## src/rtl/food_spawn_ctrl.sv

```systemverilog
`default_nettype none
// ============================================================================
// Module   : food_spawn_ctrl
// Purpose  : Draws food coordinates from the PRBS, rejects off-grid or occupied
//            cells, and falls back to a deterministic grid scan.
// Revision : 1.0 - initial release
// ============================================================================
module food_spawn_ctrl #(
    parameter int GRID_W    = 80,
    parameter int GRID_H    = 60,
    parameter int DRAW_GAP  = 7,
    parameter int MAX_TRIES = 15
) (
    input  logic       clock_25,
    input  logic       reset,
    input  logic       spawn_req,
    input  logic [6:0] rnd,
    output logic       occ_req,
    output logic [6:0] occ_x,
    output logic [6:0] occ_y,
    input  logic       occ_ack,
    input  logic       occ_hit,
    output logic [6:0] food_x,
    output logic [6:0] food_y,
    output logic       food_valid,
    output logic       busy,
    output logic       spawn_fail
);

    localparam int c_gap_w  = (DRAW_GAP > 1) ? $clog2(DRAW_GAP) : 1;
    localparam int c_try_w  = $clog2(MAX_TRIES + 1);
    localparam int c_cells  = GRID_W * GRID_H;
    localparam int c_scan_w = $clog2(c_cells + 1);

    localparam logic [c_gap_w-1:0]  c_gap_load  = c_gap_w'(DRAW_GAP - 1);
    localparam logic [c_try_w-1:0]  c_max_tries = c_try_w'(MAX_TRIES);
    localparam logic [c_scan_w-1:0] c_cells_v   = c_scan_w'(c_cells);
    localparam logic [6:0]          c_x_last    = 7'(GRID_W - 1);
    localparam logic [6:0]          c_y_last    = 7'(GRID_H - 1);

    typedef enum logic [2:0] {
        ST_IDLE   = 3'd0,
        ST_WAIT_X = 3'd1,
        ST_WAIT_Y = 3'd2,
        ST_QUERY  = 3'd3,
        ST_SCAN   = 3'd4
    } state_t;

    state_t                r_state, w_state_nxt;
    logic [c_gap_w-1:0]    r_gap, w_gap_nxt;
    logic [c_try_w-1:0]    r_tries, w_tries_nxt, w_tries_inc;
    logic [c_scan_w-1:0]   r_scan_cnt, w_scan_cnt_nxt, w_scan_inc;
    logic [6:0]            r_cand_x, w_cand_x_nxt;
    logic [6:0]            r_occ_x, w_occ_x_nxt;
    logic [6:0]            r_occ_y, w_occ_y_nxt;
    logic [6:0]            r_food_x, w_food_x_nxt;
    logic [6:0]            r_food_y, w_food_y_nxt;
    logic                  r_occ_req, w_occ_req_nxt;
    logic                  r_food_valid, w_food_valid_nxt;
    logic                  r_spawn_fail, w_spawn_fail_nxt;
    logic                  w_ack;
    logic                  w_reject;
    logic [6:0]            w_start_x, w_start_y;
    logic [13:0]           w_next_cell;

    // Row-major successor of (x, y), wrapping at the grid's last cell.
    function automatic logic [13:0] next_cell(input logic [6:0] x, input logic [6:0] y);
        logic [6:0] nx;
        logic [6:0] ny;
        nx = x + 7'd1;
        ny = y;
        if (x == c_x_last) begin
            nx = 7'd0;
            ny = (y == c_y_last) ? 7'd0 : (y + 7'd1);
        end
        return {ny, nx};
    endfunction

    always_ff @(posedge clock_25 or posedge reset) begin
        if (reset) begin
            r_state <= ST_IDLE;
        end else begin
            r_state <= w_state_nxt;
        end
    end

    always_comb begin
        w_state_nxt      = r_state;
        w_gap_nxt        = r_gap;
        w_tries_nxt      = r_tries;
        w_scan_cnt_nxt   = r_scan_cnt;
        w_cand_x_nxt     = r_cand_x;
        w_occ_x_nxt      = r_occ_x;
        w_occ_y_nxt      = r_occ_y;
        w_food_x_nxt     = r_food_x;
        w_food_y_nxt     = r_food_y;
        w_occ_req_nxt    = r_occ_req;
        w_food_valid_nxt = r_food_valid;
        w_spawn_fail_nxt = r_spawn_fail;
        w_reject         = 1'b0;
        w_start_x        = 7'd0;
        w_start_y        = 7'd0;
        w_next_cell      = next_cell(r_occ_x, r_occ_y);
        w_tries_inc      = r_tries + c_try_w'(1);
        w_scan_inc       = r_scan_cnt + c_scan_w'(1);
        w_ack            = r_occ_req & occ_ack;

        case (r_state)
            ST_IDLE: begin
                if (spawn_req) begin
                    w_food_valid_nxt = 1'b0;
                    w_spawn_fail_nxt = 1'b0;
                    w_tries_nxt      = '0;
                    w_gap_nxt        = c_gap_load;
                    w_state_nxt      = ST_WAIT_X;
                end
            end
            ST_WAIT_X: begin
                if (r_gap != '0) begin
                    w_gap_nxt = r_gap - c_gap_w'(1);
                end else begin
                    w_cand_x_nxt = rnd;
                    if (rnd > c_x_last) begin
                        w_reject = 1'b1;
                    end else begin
                        w_gap_nxt   = c_gap_load;
                        w_state_nxt = ST_WAIT_Y;
                    end
                end
            end
            ST_WAIT_Y: begin
                if (r_gap != '0) begin
                    w_gap_nxt = r_gap - c_gap_w'(1);
                end else if (rnd > c_y_last) begin
                    w_reject = 1'b1;
                end else begin
                    w_occ_req_nxt = 1'b1;
                    w_occ_x_nxt   = r_cand_x;
                    w_occ_y_nxt   = rnd;
                    w_state_nxt   = ST_QUERY;
                end
            end
            ST_QUERY: begin
                if (w_ack) begin
                    w_occ_req_nxt = 1'b0;
                    if (occ_hit) begin
                        // A hit means both coordinates were on-grid, so the scan may resume past it.
                        w_reject               = 1'b1;
                        {w_start_y, w_start_x} = w_next_cell;
                    end else begin
                        w_food_x_nxt     = r_occ_x;
                        w_food_y_nxt     = r_occ_y;
                        w_food_valid_nxt = 1'b1;
                        w_state_nxt      = ST_IDLE;
                    end
                end
            end
            ST_SCAN: begin
                if (!r_occ_req) begin
                    w_occ_req_nxt = 1'b1;
                end else if (w_ack) begin
                    w_occ_req_nxt = 1'b0;
                    if (!occ_hit) begin
                        w_food_x_nxt     = r_occ_x;
                        w_food_y_nxt     = r_occ_y;
                        w_food_valid_nxt = 1'b1;
                        w_state_nxt      = ST_IDLE;
                    end else if (w_scan_inc == c_cells_v) begin
                        w_spawn_fail_nxt = 1'b1;
                        w_food_valid_nxt = 1'b0;
                        w_state_nxt      = ST_IDLE;
                    end else begin
                        w_scan_cnt_nxt             = w_scan_inc;
                        {w_occ_y_nxt, w_occ_x_nxt} = w_next_cell;
                    end
                end
            end
            default: begin
                w_state_nxt = ST_IDLE;
            end
        endcase

        if (w_reject) begin
            w_tries_nxt = w_tries_inc;
            if (w_tries_inc == c_max_tries) begin
                w_state_nxt    = ST_SCAN;
                w_occ_x_nxt    = w_start_x;
                w_occ_y_nxt    = w_start_y;
                w_scan_cnt_nxt = '0;
            end else begin
                w_state_nxt = ST_WAIT_X;
                w_gap_nxt   = c_gap_load;
            end
        end
    end

    always_ff @(posedge clock_25 or posedge reset) begin
        if (reset) begin
            r_gap        <= '0;
            r_tries      <= '0;
            r_scan_cnt   <= '0;
            r_cand_x     <= 7'd0;
            r_occ_x      <= 7'd0;
            r_occ_y      <= 7'd0;
            r_food_x     <= 7'd0;
            r_food_y     <= 7'd0;
            r_occ_req    <= 1'b0;
            r_food_valid <= 1'b0;
            r_spawn_fail <= 1'b0;
        end else begin
            r_gap        <= w_gap_nxt;
            r_tries      <= w_tries_nxt;
            r_scan_cnt   <= w_scan_cnt_nxt;
            r_cand_x     <= w_cand_x_nxt;
            r_occ_x      <= w_occ_x_nxt;
            r_occ_y      <= w_occ_y_nxt;
            r_food_x     <= w_food_x_nxt;
            r_food_y     <= w_food_y_nxt;
            r_occ_req    <= w_occ_req_nxt;
            r_food_valid <= w_food_valid_nxt;
            r_spawn_fail <= w_spawn_fail_nxt;
        end
    end

    assign occ_req    = r_occ_req;
    assign occ_x      = r_occ_x;
    assign occ_y      = r_occ_y;
    assign food_x     = r_food_x;
    assign food_y     = r_food_y;
    assign food_valid = r_food_valid;
    assign spawn_fail = r_spawn_fail;
    assign busy       = (r_state != ST_IDLE);

endmodule
`default_nettype wire

```

## config.mk

```make
export PLATFORM = sky130hd
export DESIGN_NAME = food_spawn_ctrl
export DESIGN_NICKNAME = d
export VERILOG_FILES = /design/src/rtl/food_spawn_ctrl.sv
export SDC_FILE = /design/constraint.sdc
export NUM_CORES = 1
export LEC_CHECK = 0
export CORE_UTILIZATION = 56
export CTS_BUF_LIST = sky130_fd_sc_hd__clkbuf_16
export DETAILED_ROUTE_END_ITERATION = 10
export PLACE_DENSITY = 0.86
export REMOVE_ABC_BUFFERS = 1
export SLEW_MARGIN = 25
export SYNTH_ARGS = -nofsm -noshare
export SYNTH_HDL_FRONTEND = slang
export SYNTH_SLANG_ARGS = --single-unit
export TNS_END_PERCENT = 50
```

## constraint.sdc

```tcl
create_clock -name clock_25 -period 3.9 [get_ports clock_25]
set_input_delay 0.78 -clock clock_25 [delete_from_list [all_inputs] [get_ports clock_25]]
set_output_delay 0.78 -clock clock_25 [all_outputs]
set_load 0.03 [all_outputs]
```

# Word-level counts from Yosys, hierarchy flattened
# Cells that the tools add are included.
# op_classes
addsub	5
magnitude_cmp	2
eq_ne	28
mux	92
n_bitwise	2
reduce_logical	16
# op_table
cell	n
7-bit 2-to-1 mux	31
13-bit 2-to-1 mux	7
3-bit 2-to-1 mux	19
7-bit case mux with 2 select lines	4
3-bit inequality test, second input constant	10
1-bit 2-to-1 mux	22
2-bit inequality test, second input constant	9
3-bit case mux with 5 select lines	1
7-bit by 1-bit adder with 7-bit output, second input constant	2
13-bit by 1-bit adder with 13-bit output, second input constant	1
13-bit equality test, second input constant	1
4-bit 2-to-1 mux	3
3-bit nonzero test	4
10-bit AND reduction	1
1-bit case mux with 3 select lines	3
3-bit case mux with 3 select lines	1
2-bit nonzero test	4
7-bit by 6-bit equality test with 1-bit output, second input constant	1
7-bit equality test, second input constant	1
7-bit by 6-bit greater-than comparator with 1-bit output, second input constant	1
7-bit greater-than comparator, second input constant	1
7-bit AND reduction	1
3-bit by 2-bit equality test with 1-bit output, second input constant	2
2-bit AND reduction	3
other kinds (12)	12
# totals
regBits	61
output_inout_bits	32
elab_cells	157

# Depth between registers and ports, before layout
# Gate-level depths: netlist of the first run.
# logic_depth
word_depth	10
depth_mapped	10
mapped_depth_nobuf	8

# Least setup slack after synthesis of the first run
# No wires, ideal clock.
# synth_timing
kind	register -> register
startpoint	register, netlist name r_scan_cnt[0]
endpoint	register r_food_x[0], in the netlist food_x[0]
setup_time_ps	125
t_arrival_ps	3011
required_ps	3775
slack_ps	764
path_stages_with_launch	9
synth_period_minus_slack_ps	3136
path_cell_list	dfrtp_1 > ha_1 > nand4_2 > or4_1 > a2111o_1 > or4_4 > a21oi_2 > buf_6 > mux2_2
# synth_lines
element	line	source
to (signal assigned)	217	r_food_x <= w_food_x_nxt;
to (decl)	56	logic [6:0] r_food_x, w_food_x_nxt;

==> run summary, run 1 <==
worst-margin pin slew - 0.916 ns
dominant cell type by area after synthesis - dfrtp_1
critical path class - reg -> reg
Setup Fix Bufs, Post-CTS - 0
Max Cap Violations - 0
peak supply drop - 0.438 mV
Worst slew margin - 38.1%
Die Wd - 83.3 microns
Area Overhead vs Synth - 21.8%
Die Area - 0.00694 sq mm
main area contributors after synthesis - dfrtp_1 41%, nand2_1 4.7%, mux2_2 4.6%
cell with the most instances after synthesis - dfrtp_1
final setup fails - 0
port bufs - 43
core area - 0.00635 sq mm
TritonCTS clock tree - built
drt pass-1 iters - 6
DRT iter0 DRCs - 448
Final Hold Fails - 0
Tmin final - 3.31 ns
Routability Congestion - 0.891
DRT antenna net count - 0
Design Area, Final - 0.00451 sq mm
synthesized flop and latch total - 61
routed length per instance - 18.2 microns
GRT Util Overall - 30.1%
Cells after Synth - 416
largest net degree at the start of global routing - 51
vias post-DR - 3578
crit path launch type - flip-flop
Mean Syn Cell Area - 8.90 sq um
# IOs - 44
Post-Syn Area - 0.00370 sq mm
first-pass GRT wire length - 16600 microns
Initial Util - 58.3%
outcome - completed
Reg clk slew, reported paths - 0.05 ns
antenna violations before repair - 0
Setup crit end kind - flip-flop
top cell type's share of synthesized area - 41.2%
H-Tree Depth - 3
FP Rows - 29
ratio of cells with drive above 1 in the final layout - 10.8%
maximum clock path buffer count - 2
Final Hold Slack - 0.480 ns
antenna cells - 0
hpwl dp - 6600 microns
Root Driver - clkbuf_16
unique cell type count in the Yosys netlist - 59
ys async rst share - 100%
Clock Skew - 0.00452 ns
Pwr Density - 626 mW/mm^2
fin crit share - 84.8%
DR DRC count - 0
CTS Buf Count - 9
clk sinks - 61
Arrival @ worst endpoint - 3.52 ns
final WL - 9840 microns
leak pwr - 1.92 nW
number of synthesized flops with an enable pin - 0
Post-CTS Resized - 0
global route overflow - 0
CTS hold repair buffers - 0
fmax - 302 MHz
Ys Warns - 0
Clock Latency Late Sink - 0.33 ns
Synth top cells by count - 61 x dfrtp_1, 46 x nand2_1, 38 x nor2_1
fin nets - 478
Hold Crit Class - reg -> reg
top_reg_cell synth - dfrtp_1
worst-path maximum fanout - 14
max-slew violations - 0
Via density - 6.61
RSZ-0062 raised after global routing - no
number of global-route vias before repair - 3407
die height - 83.3 microns
Final TNS setup - 0 ns
Seq/Total Area, Yosys - 41.2%
Critical Path RT - 4.11 ns
DP Area - 0.00423 sq mm
Final Core Density - 71.0%
[cell families after synthesis]
family,count (synthesis),synth area share (%)
simple gates,158,20.9
mux,18,5.37
xor+xnor,19,4.49
fa+ha+maj,7,2.37
compound gates,112,21.2
buf+inv,41,4.43
flops,61,41.2
[placed cells by master, fill, tap and decap left out, types with 4 or more instances in the layout]
cell             instances
ha_1                     7
a221oi_1                 5
xnor2_1                 15
a2bb2oi_1                5
dfrtp_1                 61
and3_1                   8
nand4_1                  5
a221o_1                  4
clkbuf_16                9
nand3b_1                 4
clkinv_2                 5
o221ai_1                 4
nor2_1                  38
nor3_1                   9
and2_1                   4
o21ai_0                 24
mux2_2                  15
a31oi_1                  5
a2111oi_0                7
a21oi_1                 19
nand2b_1                 7
a21o_1                   4
a211oi_1                 5
nor2b_1                  4
buf_4                   11
nand3_1                 16
o22ai_1                  5
inv_1                   19
nand2_1                 46
xor2_1                   4
clkdlybuf4s50_1         43
[report_power, final]
| group | leakage, nW | total (W) | switching, W | internal (W) |
|---|---|---|---|---|
| registers | 0.777 | 0.00102 | 0.000217 | 0.000807 |
| clock network | 0.148 | 0.000765 | 0.000280 | 0.000484 |
| logic | 0.995 | 0.00103 | 0.000576 | 0.000457 |
[metrics by stage]
step / std cells / worst slack, ns / total power, W
floorplan: 394 / -0.211 / 0.00164
global placement: 525 / 0.714 / 0.00200
detailed placement: 525 / 0.618 / 0.00205
CTS: 541 / 0.606 / 0.00281
global route: 541 / 0.440 / 0.00297
finish: 541 / 0.591 / 0.00282
[final timing paths]
| path | startpoint | end | slack, ns | depth (start not counted) |
|---|---|---|---|---|
| setup / recovery | r_scan_cnt[0] | food_x[5] | 0.59 | 8 |
| hold reg to reg | r_cand_x[4] | r_cand_x[4] | 0.48 | 2 |
| setup reg to reg | r_scan_cnt[0] | food_x[5] | 0.59 | 8 |
| min in group asynchronous | reset | food_x[3] | 0.93 | 2 |
| hold / removal | r_cand_x[4] | r_cand_x[4] | 0.48 | 2 |
| max in group asynchronous | reset | r_state[1] | 2.27 | 3 |
[critical path: stages, from the launching register on]
cell	delay [ns]
dfrtp_1	0.43
ha_1	0.26
nand4_2	0.19
or4_1	0.57
a2111o_1	0.46
or4_4	0.55
a21oi_2	0.14
buf_4	0.24
mux2_2	0.36
[area by class of cell]
cell class,instances,area (sq um)
Clock buffer,9,225
Multi-Input combinational cell,314,2020
Clock inverter,7,57.6
Sequential cell,61,1530
Fill cell,472,1840
Timing Repair Buffer,54,513
Tap cell,77,96.3
Inverter,19,72.6
[registers in the layout (all words and copies together), names as in the netlist]
signal / flops
food_valid: 1
food_x: 7
food_y: 7
occ_req: 1
occ_x: 7
occ_y: 7
r_cand_x: 7
r_gap: 3
r_scan_cnt: 13
r_state: 3
r_tries: 4
spawn_fail: 1
[metal layers]
layer / share of wire, % / wire [microns] / track usage (%) / up-vias
li1: - / - / - / 1618
met1: 42 / 4090 / 40.6 / 1711
met2: 47 / 4630 / 44.9 / 204
met3: 7.2 / 708 / 5.47 / 45
met4: 4.2 / 417 / 18.7 / 0
met5: 0 / 0 / 0 / -
Note: power is estimated with default switching activity, not from simulation.
==> run 2: changes to the inputs <==
clock period = 3.3 ns   (was 3.9 ns; I/O delays follow)
==> run 2 against run 1 <==
Compared with the run above: utilization grew 1.6 points; via count hardly changed; cell area is 2.2% higher; combinational power is 23% higher; non-clock buffer count is 11 higher; largest power group unchanged.
==> run summary, run 2 (synthesized netlist as in run 1, its figures left out) <==
CTS Buf Count - 9 (unchanged)
Finished Layout Cells - 550 (+1.7%)
Reg with most FFs - r_scan_cnt
Arrival @ worst endpoint - 3.41 ns (-0.11 ns)
biggest cell delay along the critical path - 0.57 ns (about the same)
critical path class - reg -> reg
Worst slew margin - 55.1% (+17 points)
CP delay by family, top - simple AND/OR/NAND/NOR gates
multi-input logic area - 0.00205 sq mm (+1.3%)
crit path launch type - flip-flop
GRT Util Overall - 30.9% (+0.85 points)
fin nets - 489 (+2.3%)
first-pass GRT wire length - 16900 microns (+2.3%)
Clock Skew - 0.00811 ns (+0.00358 ns)
Die Wd - 83.3 microns (unchanged)
DR DRC count - 0 (unchanged)
top library cells by usage in the layout, fill and taps aside - 59 x dfrtp_1, 46 x nand2_1, 43 x clkdlybuf4s50_1, 37 x nor2_1, 24 x o21ai_0
register area - 0.00153 sq mm (+0.16%)
Most Crowded Layer GR - met2
ratio of cells with drive above 1 in the final layout - 13.3% (+2.5 points)
FP Rows - 29 (unchanged)
TritonCTS clock tree - built
Root Driver - clkbuf_16
antenna cells - 0 (unchanged)
Tmin final - 3.20 ns (-0.106 ns)
Pwr Density - 706 mW/mm^2 (+13%)
Hold Crit Depth - 2 (unchanged)
max-slew violations - 0 (unchanged)
Design Area, Final - 0.00461 sq mm (+2.2%)
reg2reg end - food_y[3]
Slowest-stage cell, CP - or4_4
H-Tree Depth - 3 (unchanged)
Setup crit end kind - flip-flop
post-layout power - 0.00325 W (+15%)
number of global-route vias before repair - 3512 (+3.1%)
outcome - completed
maximum clock path buffer count - 2 (unchanged)
largest net degree at the start of global routing - 35 (-31%)
port bufs - 43 (unchanged)
Final Hold Fails - 0 (unchanged)
Reg clk slew, reported paths - 0.05 ns (about the same)
vias post-DR - 3579 (+0.028%)
most common cell after layout, fill and taps aside - dfrtp_1
DRT antenna net count - 0 (unchanged)
# IOs - 44 (unchanged)
final WL - 9960 microns (+1.2%)
Via density - 6.51 (-1.6%)
Area Overhead vs Synth - 24.5%
routed length per instance - 18.1 microns (-0.42%)
crit path cell chain - ha_4 -> nand4_2 -> or4_4 -> a2111o_1 -> or4_4 -> a21oi_4 -> buf_12 -> mux2_2
dpl cells - 535 (+1.9%)
M2 GR Usage - 49.7% (+4.8 points)
Final TNS setup - 0 ns (unchanged)
Critical Path RT - 3.51 ns (-0.60 ns)
fmax - 312 MHz (+3.3%)
Fill cells - 462 (-2.1%)
buffers and inverters on the worst path - 1 (unchanged)
worst-margin pin slew - 0.672 ns (-0.243 ns)
core area - 0.00635 sq mm (unchanged)
Largest register FFs - 13 (unchanged)
fin crit share - 97.0% (+12 points)
Initial Util - 58.3% (unchanged)
DP Area - 0.00433 sq mm (+2.4%)
drt pass-1 iters - 5 (-1)
hpwl dp - 6680 microns (+1.2%)
Hold Crit Class - reg -> reg
reg2reg setup slack - 0.1 ns (-0.49 ns)
CP most frequent cell - or4_4
Die Area - 0.00694 sq mm (unchanged)
DRT iter0 DRCs - 339 (-24%)
met3 Resource Use GR - 6.46% (+0.99 points)
Routability Congestion - 0.895 (+0.43%)
peak supply drop - 0.567 mV (+29%)
Max Cap Violations - 0 (unchanged)
reg2reg path depth - 8 (unchanged)
global route overflow - 0 (unchanged)
leak pwr - 1.96 nW (+1.9%)
Clock Latency Late Sink - 0.33 ns (about the same)
final setup fails - 0 (unchanged)
Hold Crit Start - r_cand_x[5]
antenna violations before repair - 0 (unchanged)
clk sinks - 61 (unchanged)
hold endpoint - r_cand_x[5]
die height - 83.3 microns (unchanged)
worst-path maximum fanout - 14 (unchanged)
Critical R2R Launch - r_scan_cnt[0]
grt met1 use - 39.5% (-1.1 points)
run 2: cell types whose count changed in the layout (fill, tap and decap cells not counted), moves of 2 or more:
cell / previous run / this run
buf_12: 0 / 2
buf_4: 11 / 20
clkinv_2: 5 / 2
dfrtp_1: 61 / 59
dfrtp_2: 0 / 2
run 2: power breakdown:
group	switching, W	total [W]	leakage, nW	internal [W]
registers	0.000232	0.00119	0.774	0.000954
logic	0.000703	0.00127	1.06	0.000562
clock network	0.000316	0.000803	0.127	0.000487
run 2: through the flow:
stage | hold WS [ns] | setup slack [ns] | util [%]
after global routing | 0.514 | -0.000354 | 72.6
after detailed placement | 0.472 | 0.0289 | 68.1
after global placement | 0.462 | 0.145 | 68.1
final | 0.483 | 0.0977 | 72.6
after CTS | 0.483 | 0.0121 | 72.1
after floorplan | 0.445 | -0.811 | -
run 2: metal layers:
layer / wire length [microns] / share of wire [%]
met1: 4020 / 40
met2: 4820 / 48
met3: 735 / 7.4
met4: 385 / 3.9
met5: 0 / 0
run 2: worst max-delay path by stage:
stage,start,endpoint,slack (ns),cells past startpoint
6_report,r_scan_cnt[0],food_y[3],0.1,8
5_1_grt,r_scan_cnt[0],food_x[0],-0.0004,8
4_1_cts,r_scan_cnt[0],food_y[3],0.01,8
3_5_place_dp,r_scan_cnt[0],food_y[3],0.03,8
3_3_place_gp,r_scan_cnt[0],food_y[1],0.14,8
2_1_floorplan,r_scan_cnt[0],occ_x[1],-0.81,7
run 2: timing repair:
| action | 4_1_cts | 5_1_grt |
|---|---|---|
| hold buffers | 0 | 0 |
| setup buffers | 0 | 1 |
| endpoints found under the setup margin | 6 | 14 |
| cloned | 0 | 0 |
| pin swaps | 0 | 1 |
| gates resized for setup | 1 | 5 |
run 2: layout make-up:
| class | count | share of cell area, % |
|---|---|---|
| Multi-Input combinational cell | 314 | 44.4 |
| Sequential cell | 61 | 33.2 |
| Timing Repair Buffer | 65 | 13.5 |
| Clock buffer | 9 | 4.89 |
| Tap cell | 77 | 2.09 |
| Inverter | 19 | 1.55 |
| Clock inverter | 5 | 0.461 |
run 2: worst register-to-register path, cell delays in order (launching register included):
cell	delay, ns
dfrtp_2	0.43
ha_4	0.17
nand4_2	0.18
or4_4	0.57
a2111o_1	0.46
or4_4	0.56
a21oi_4	0.21
buf_12	0.17
mux2_2	0.35
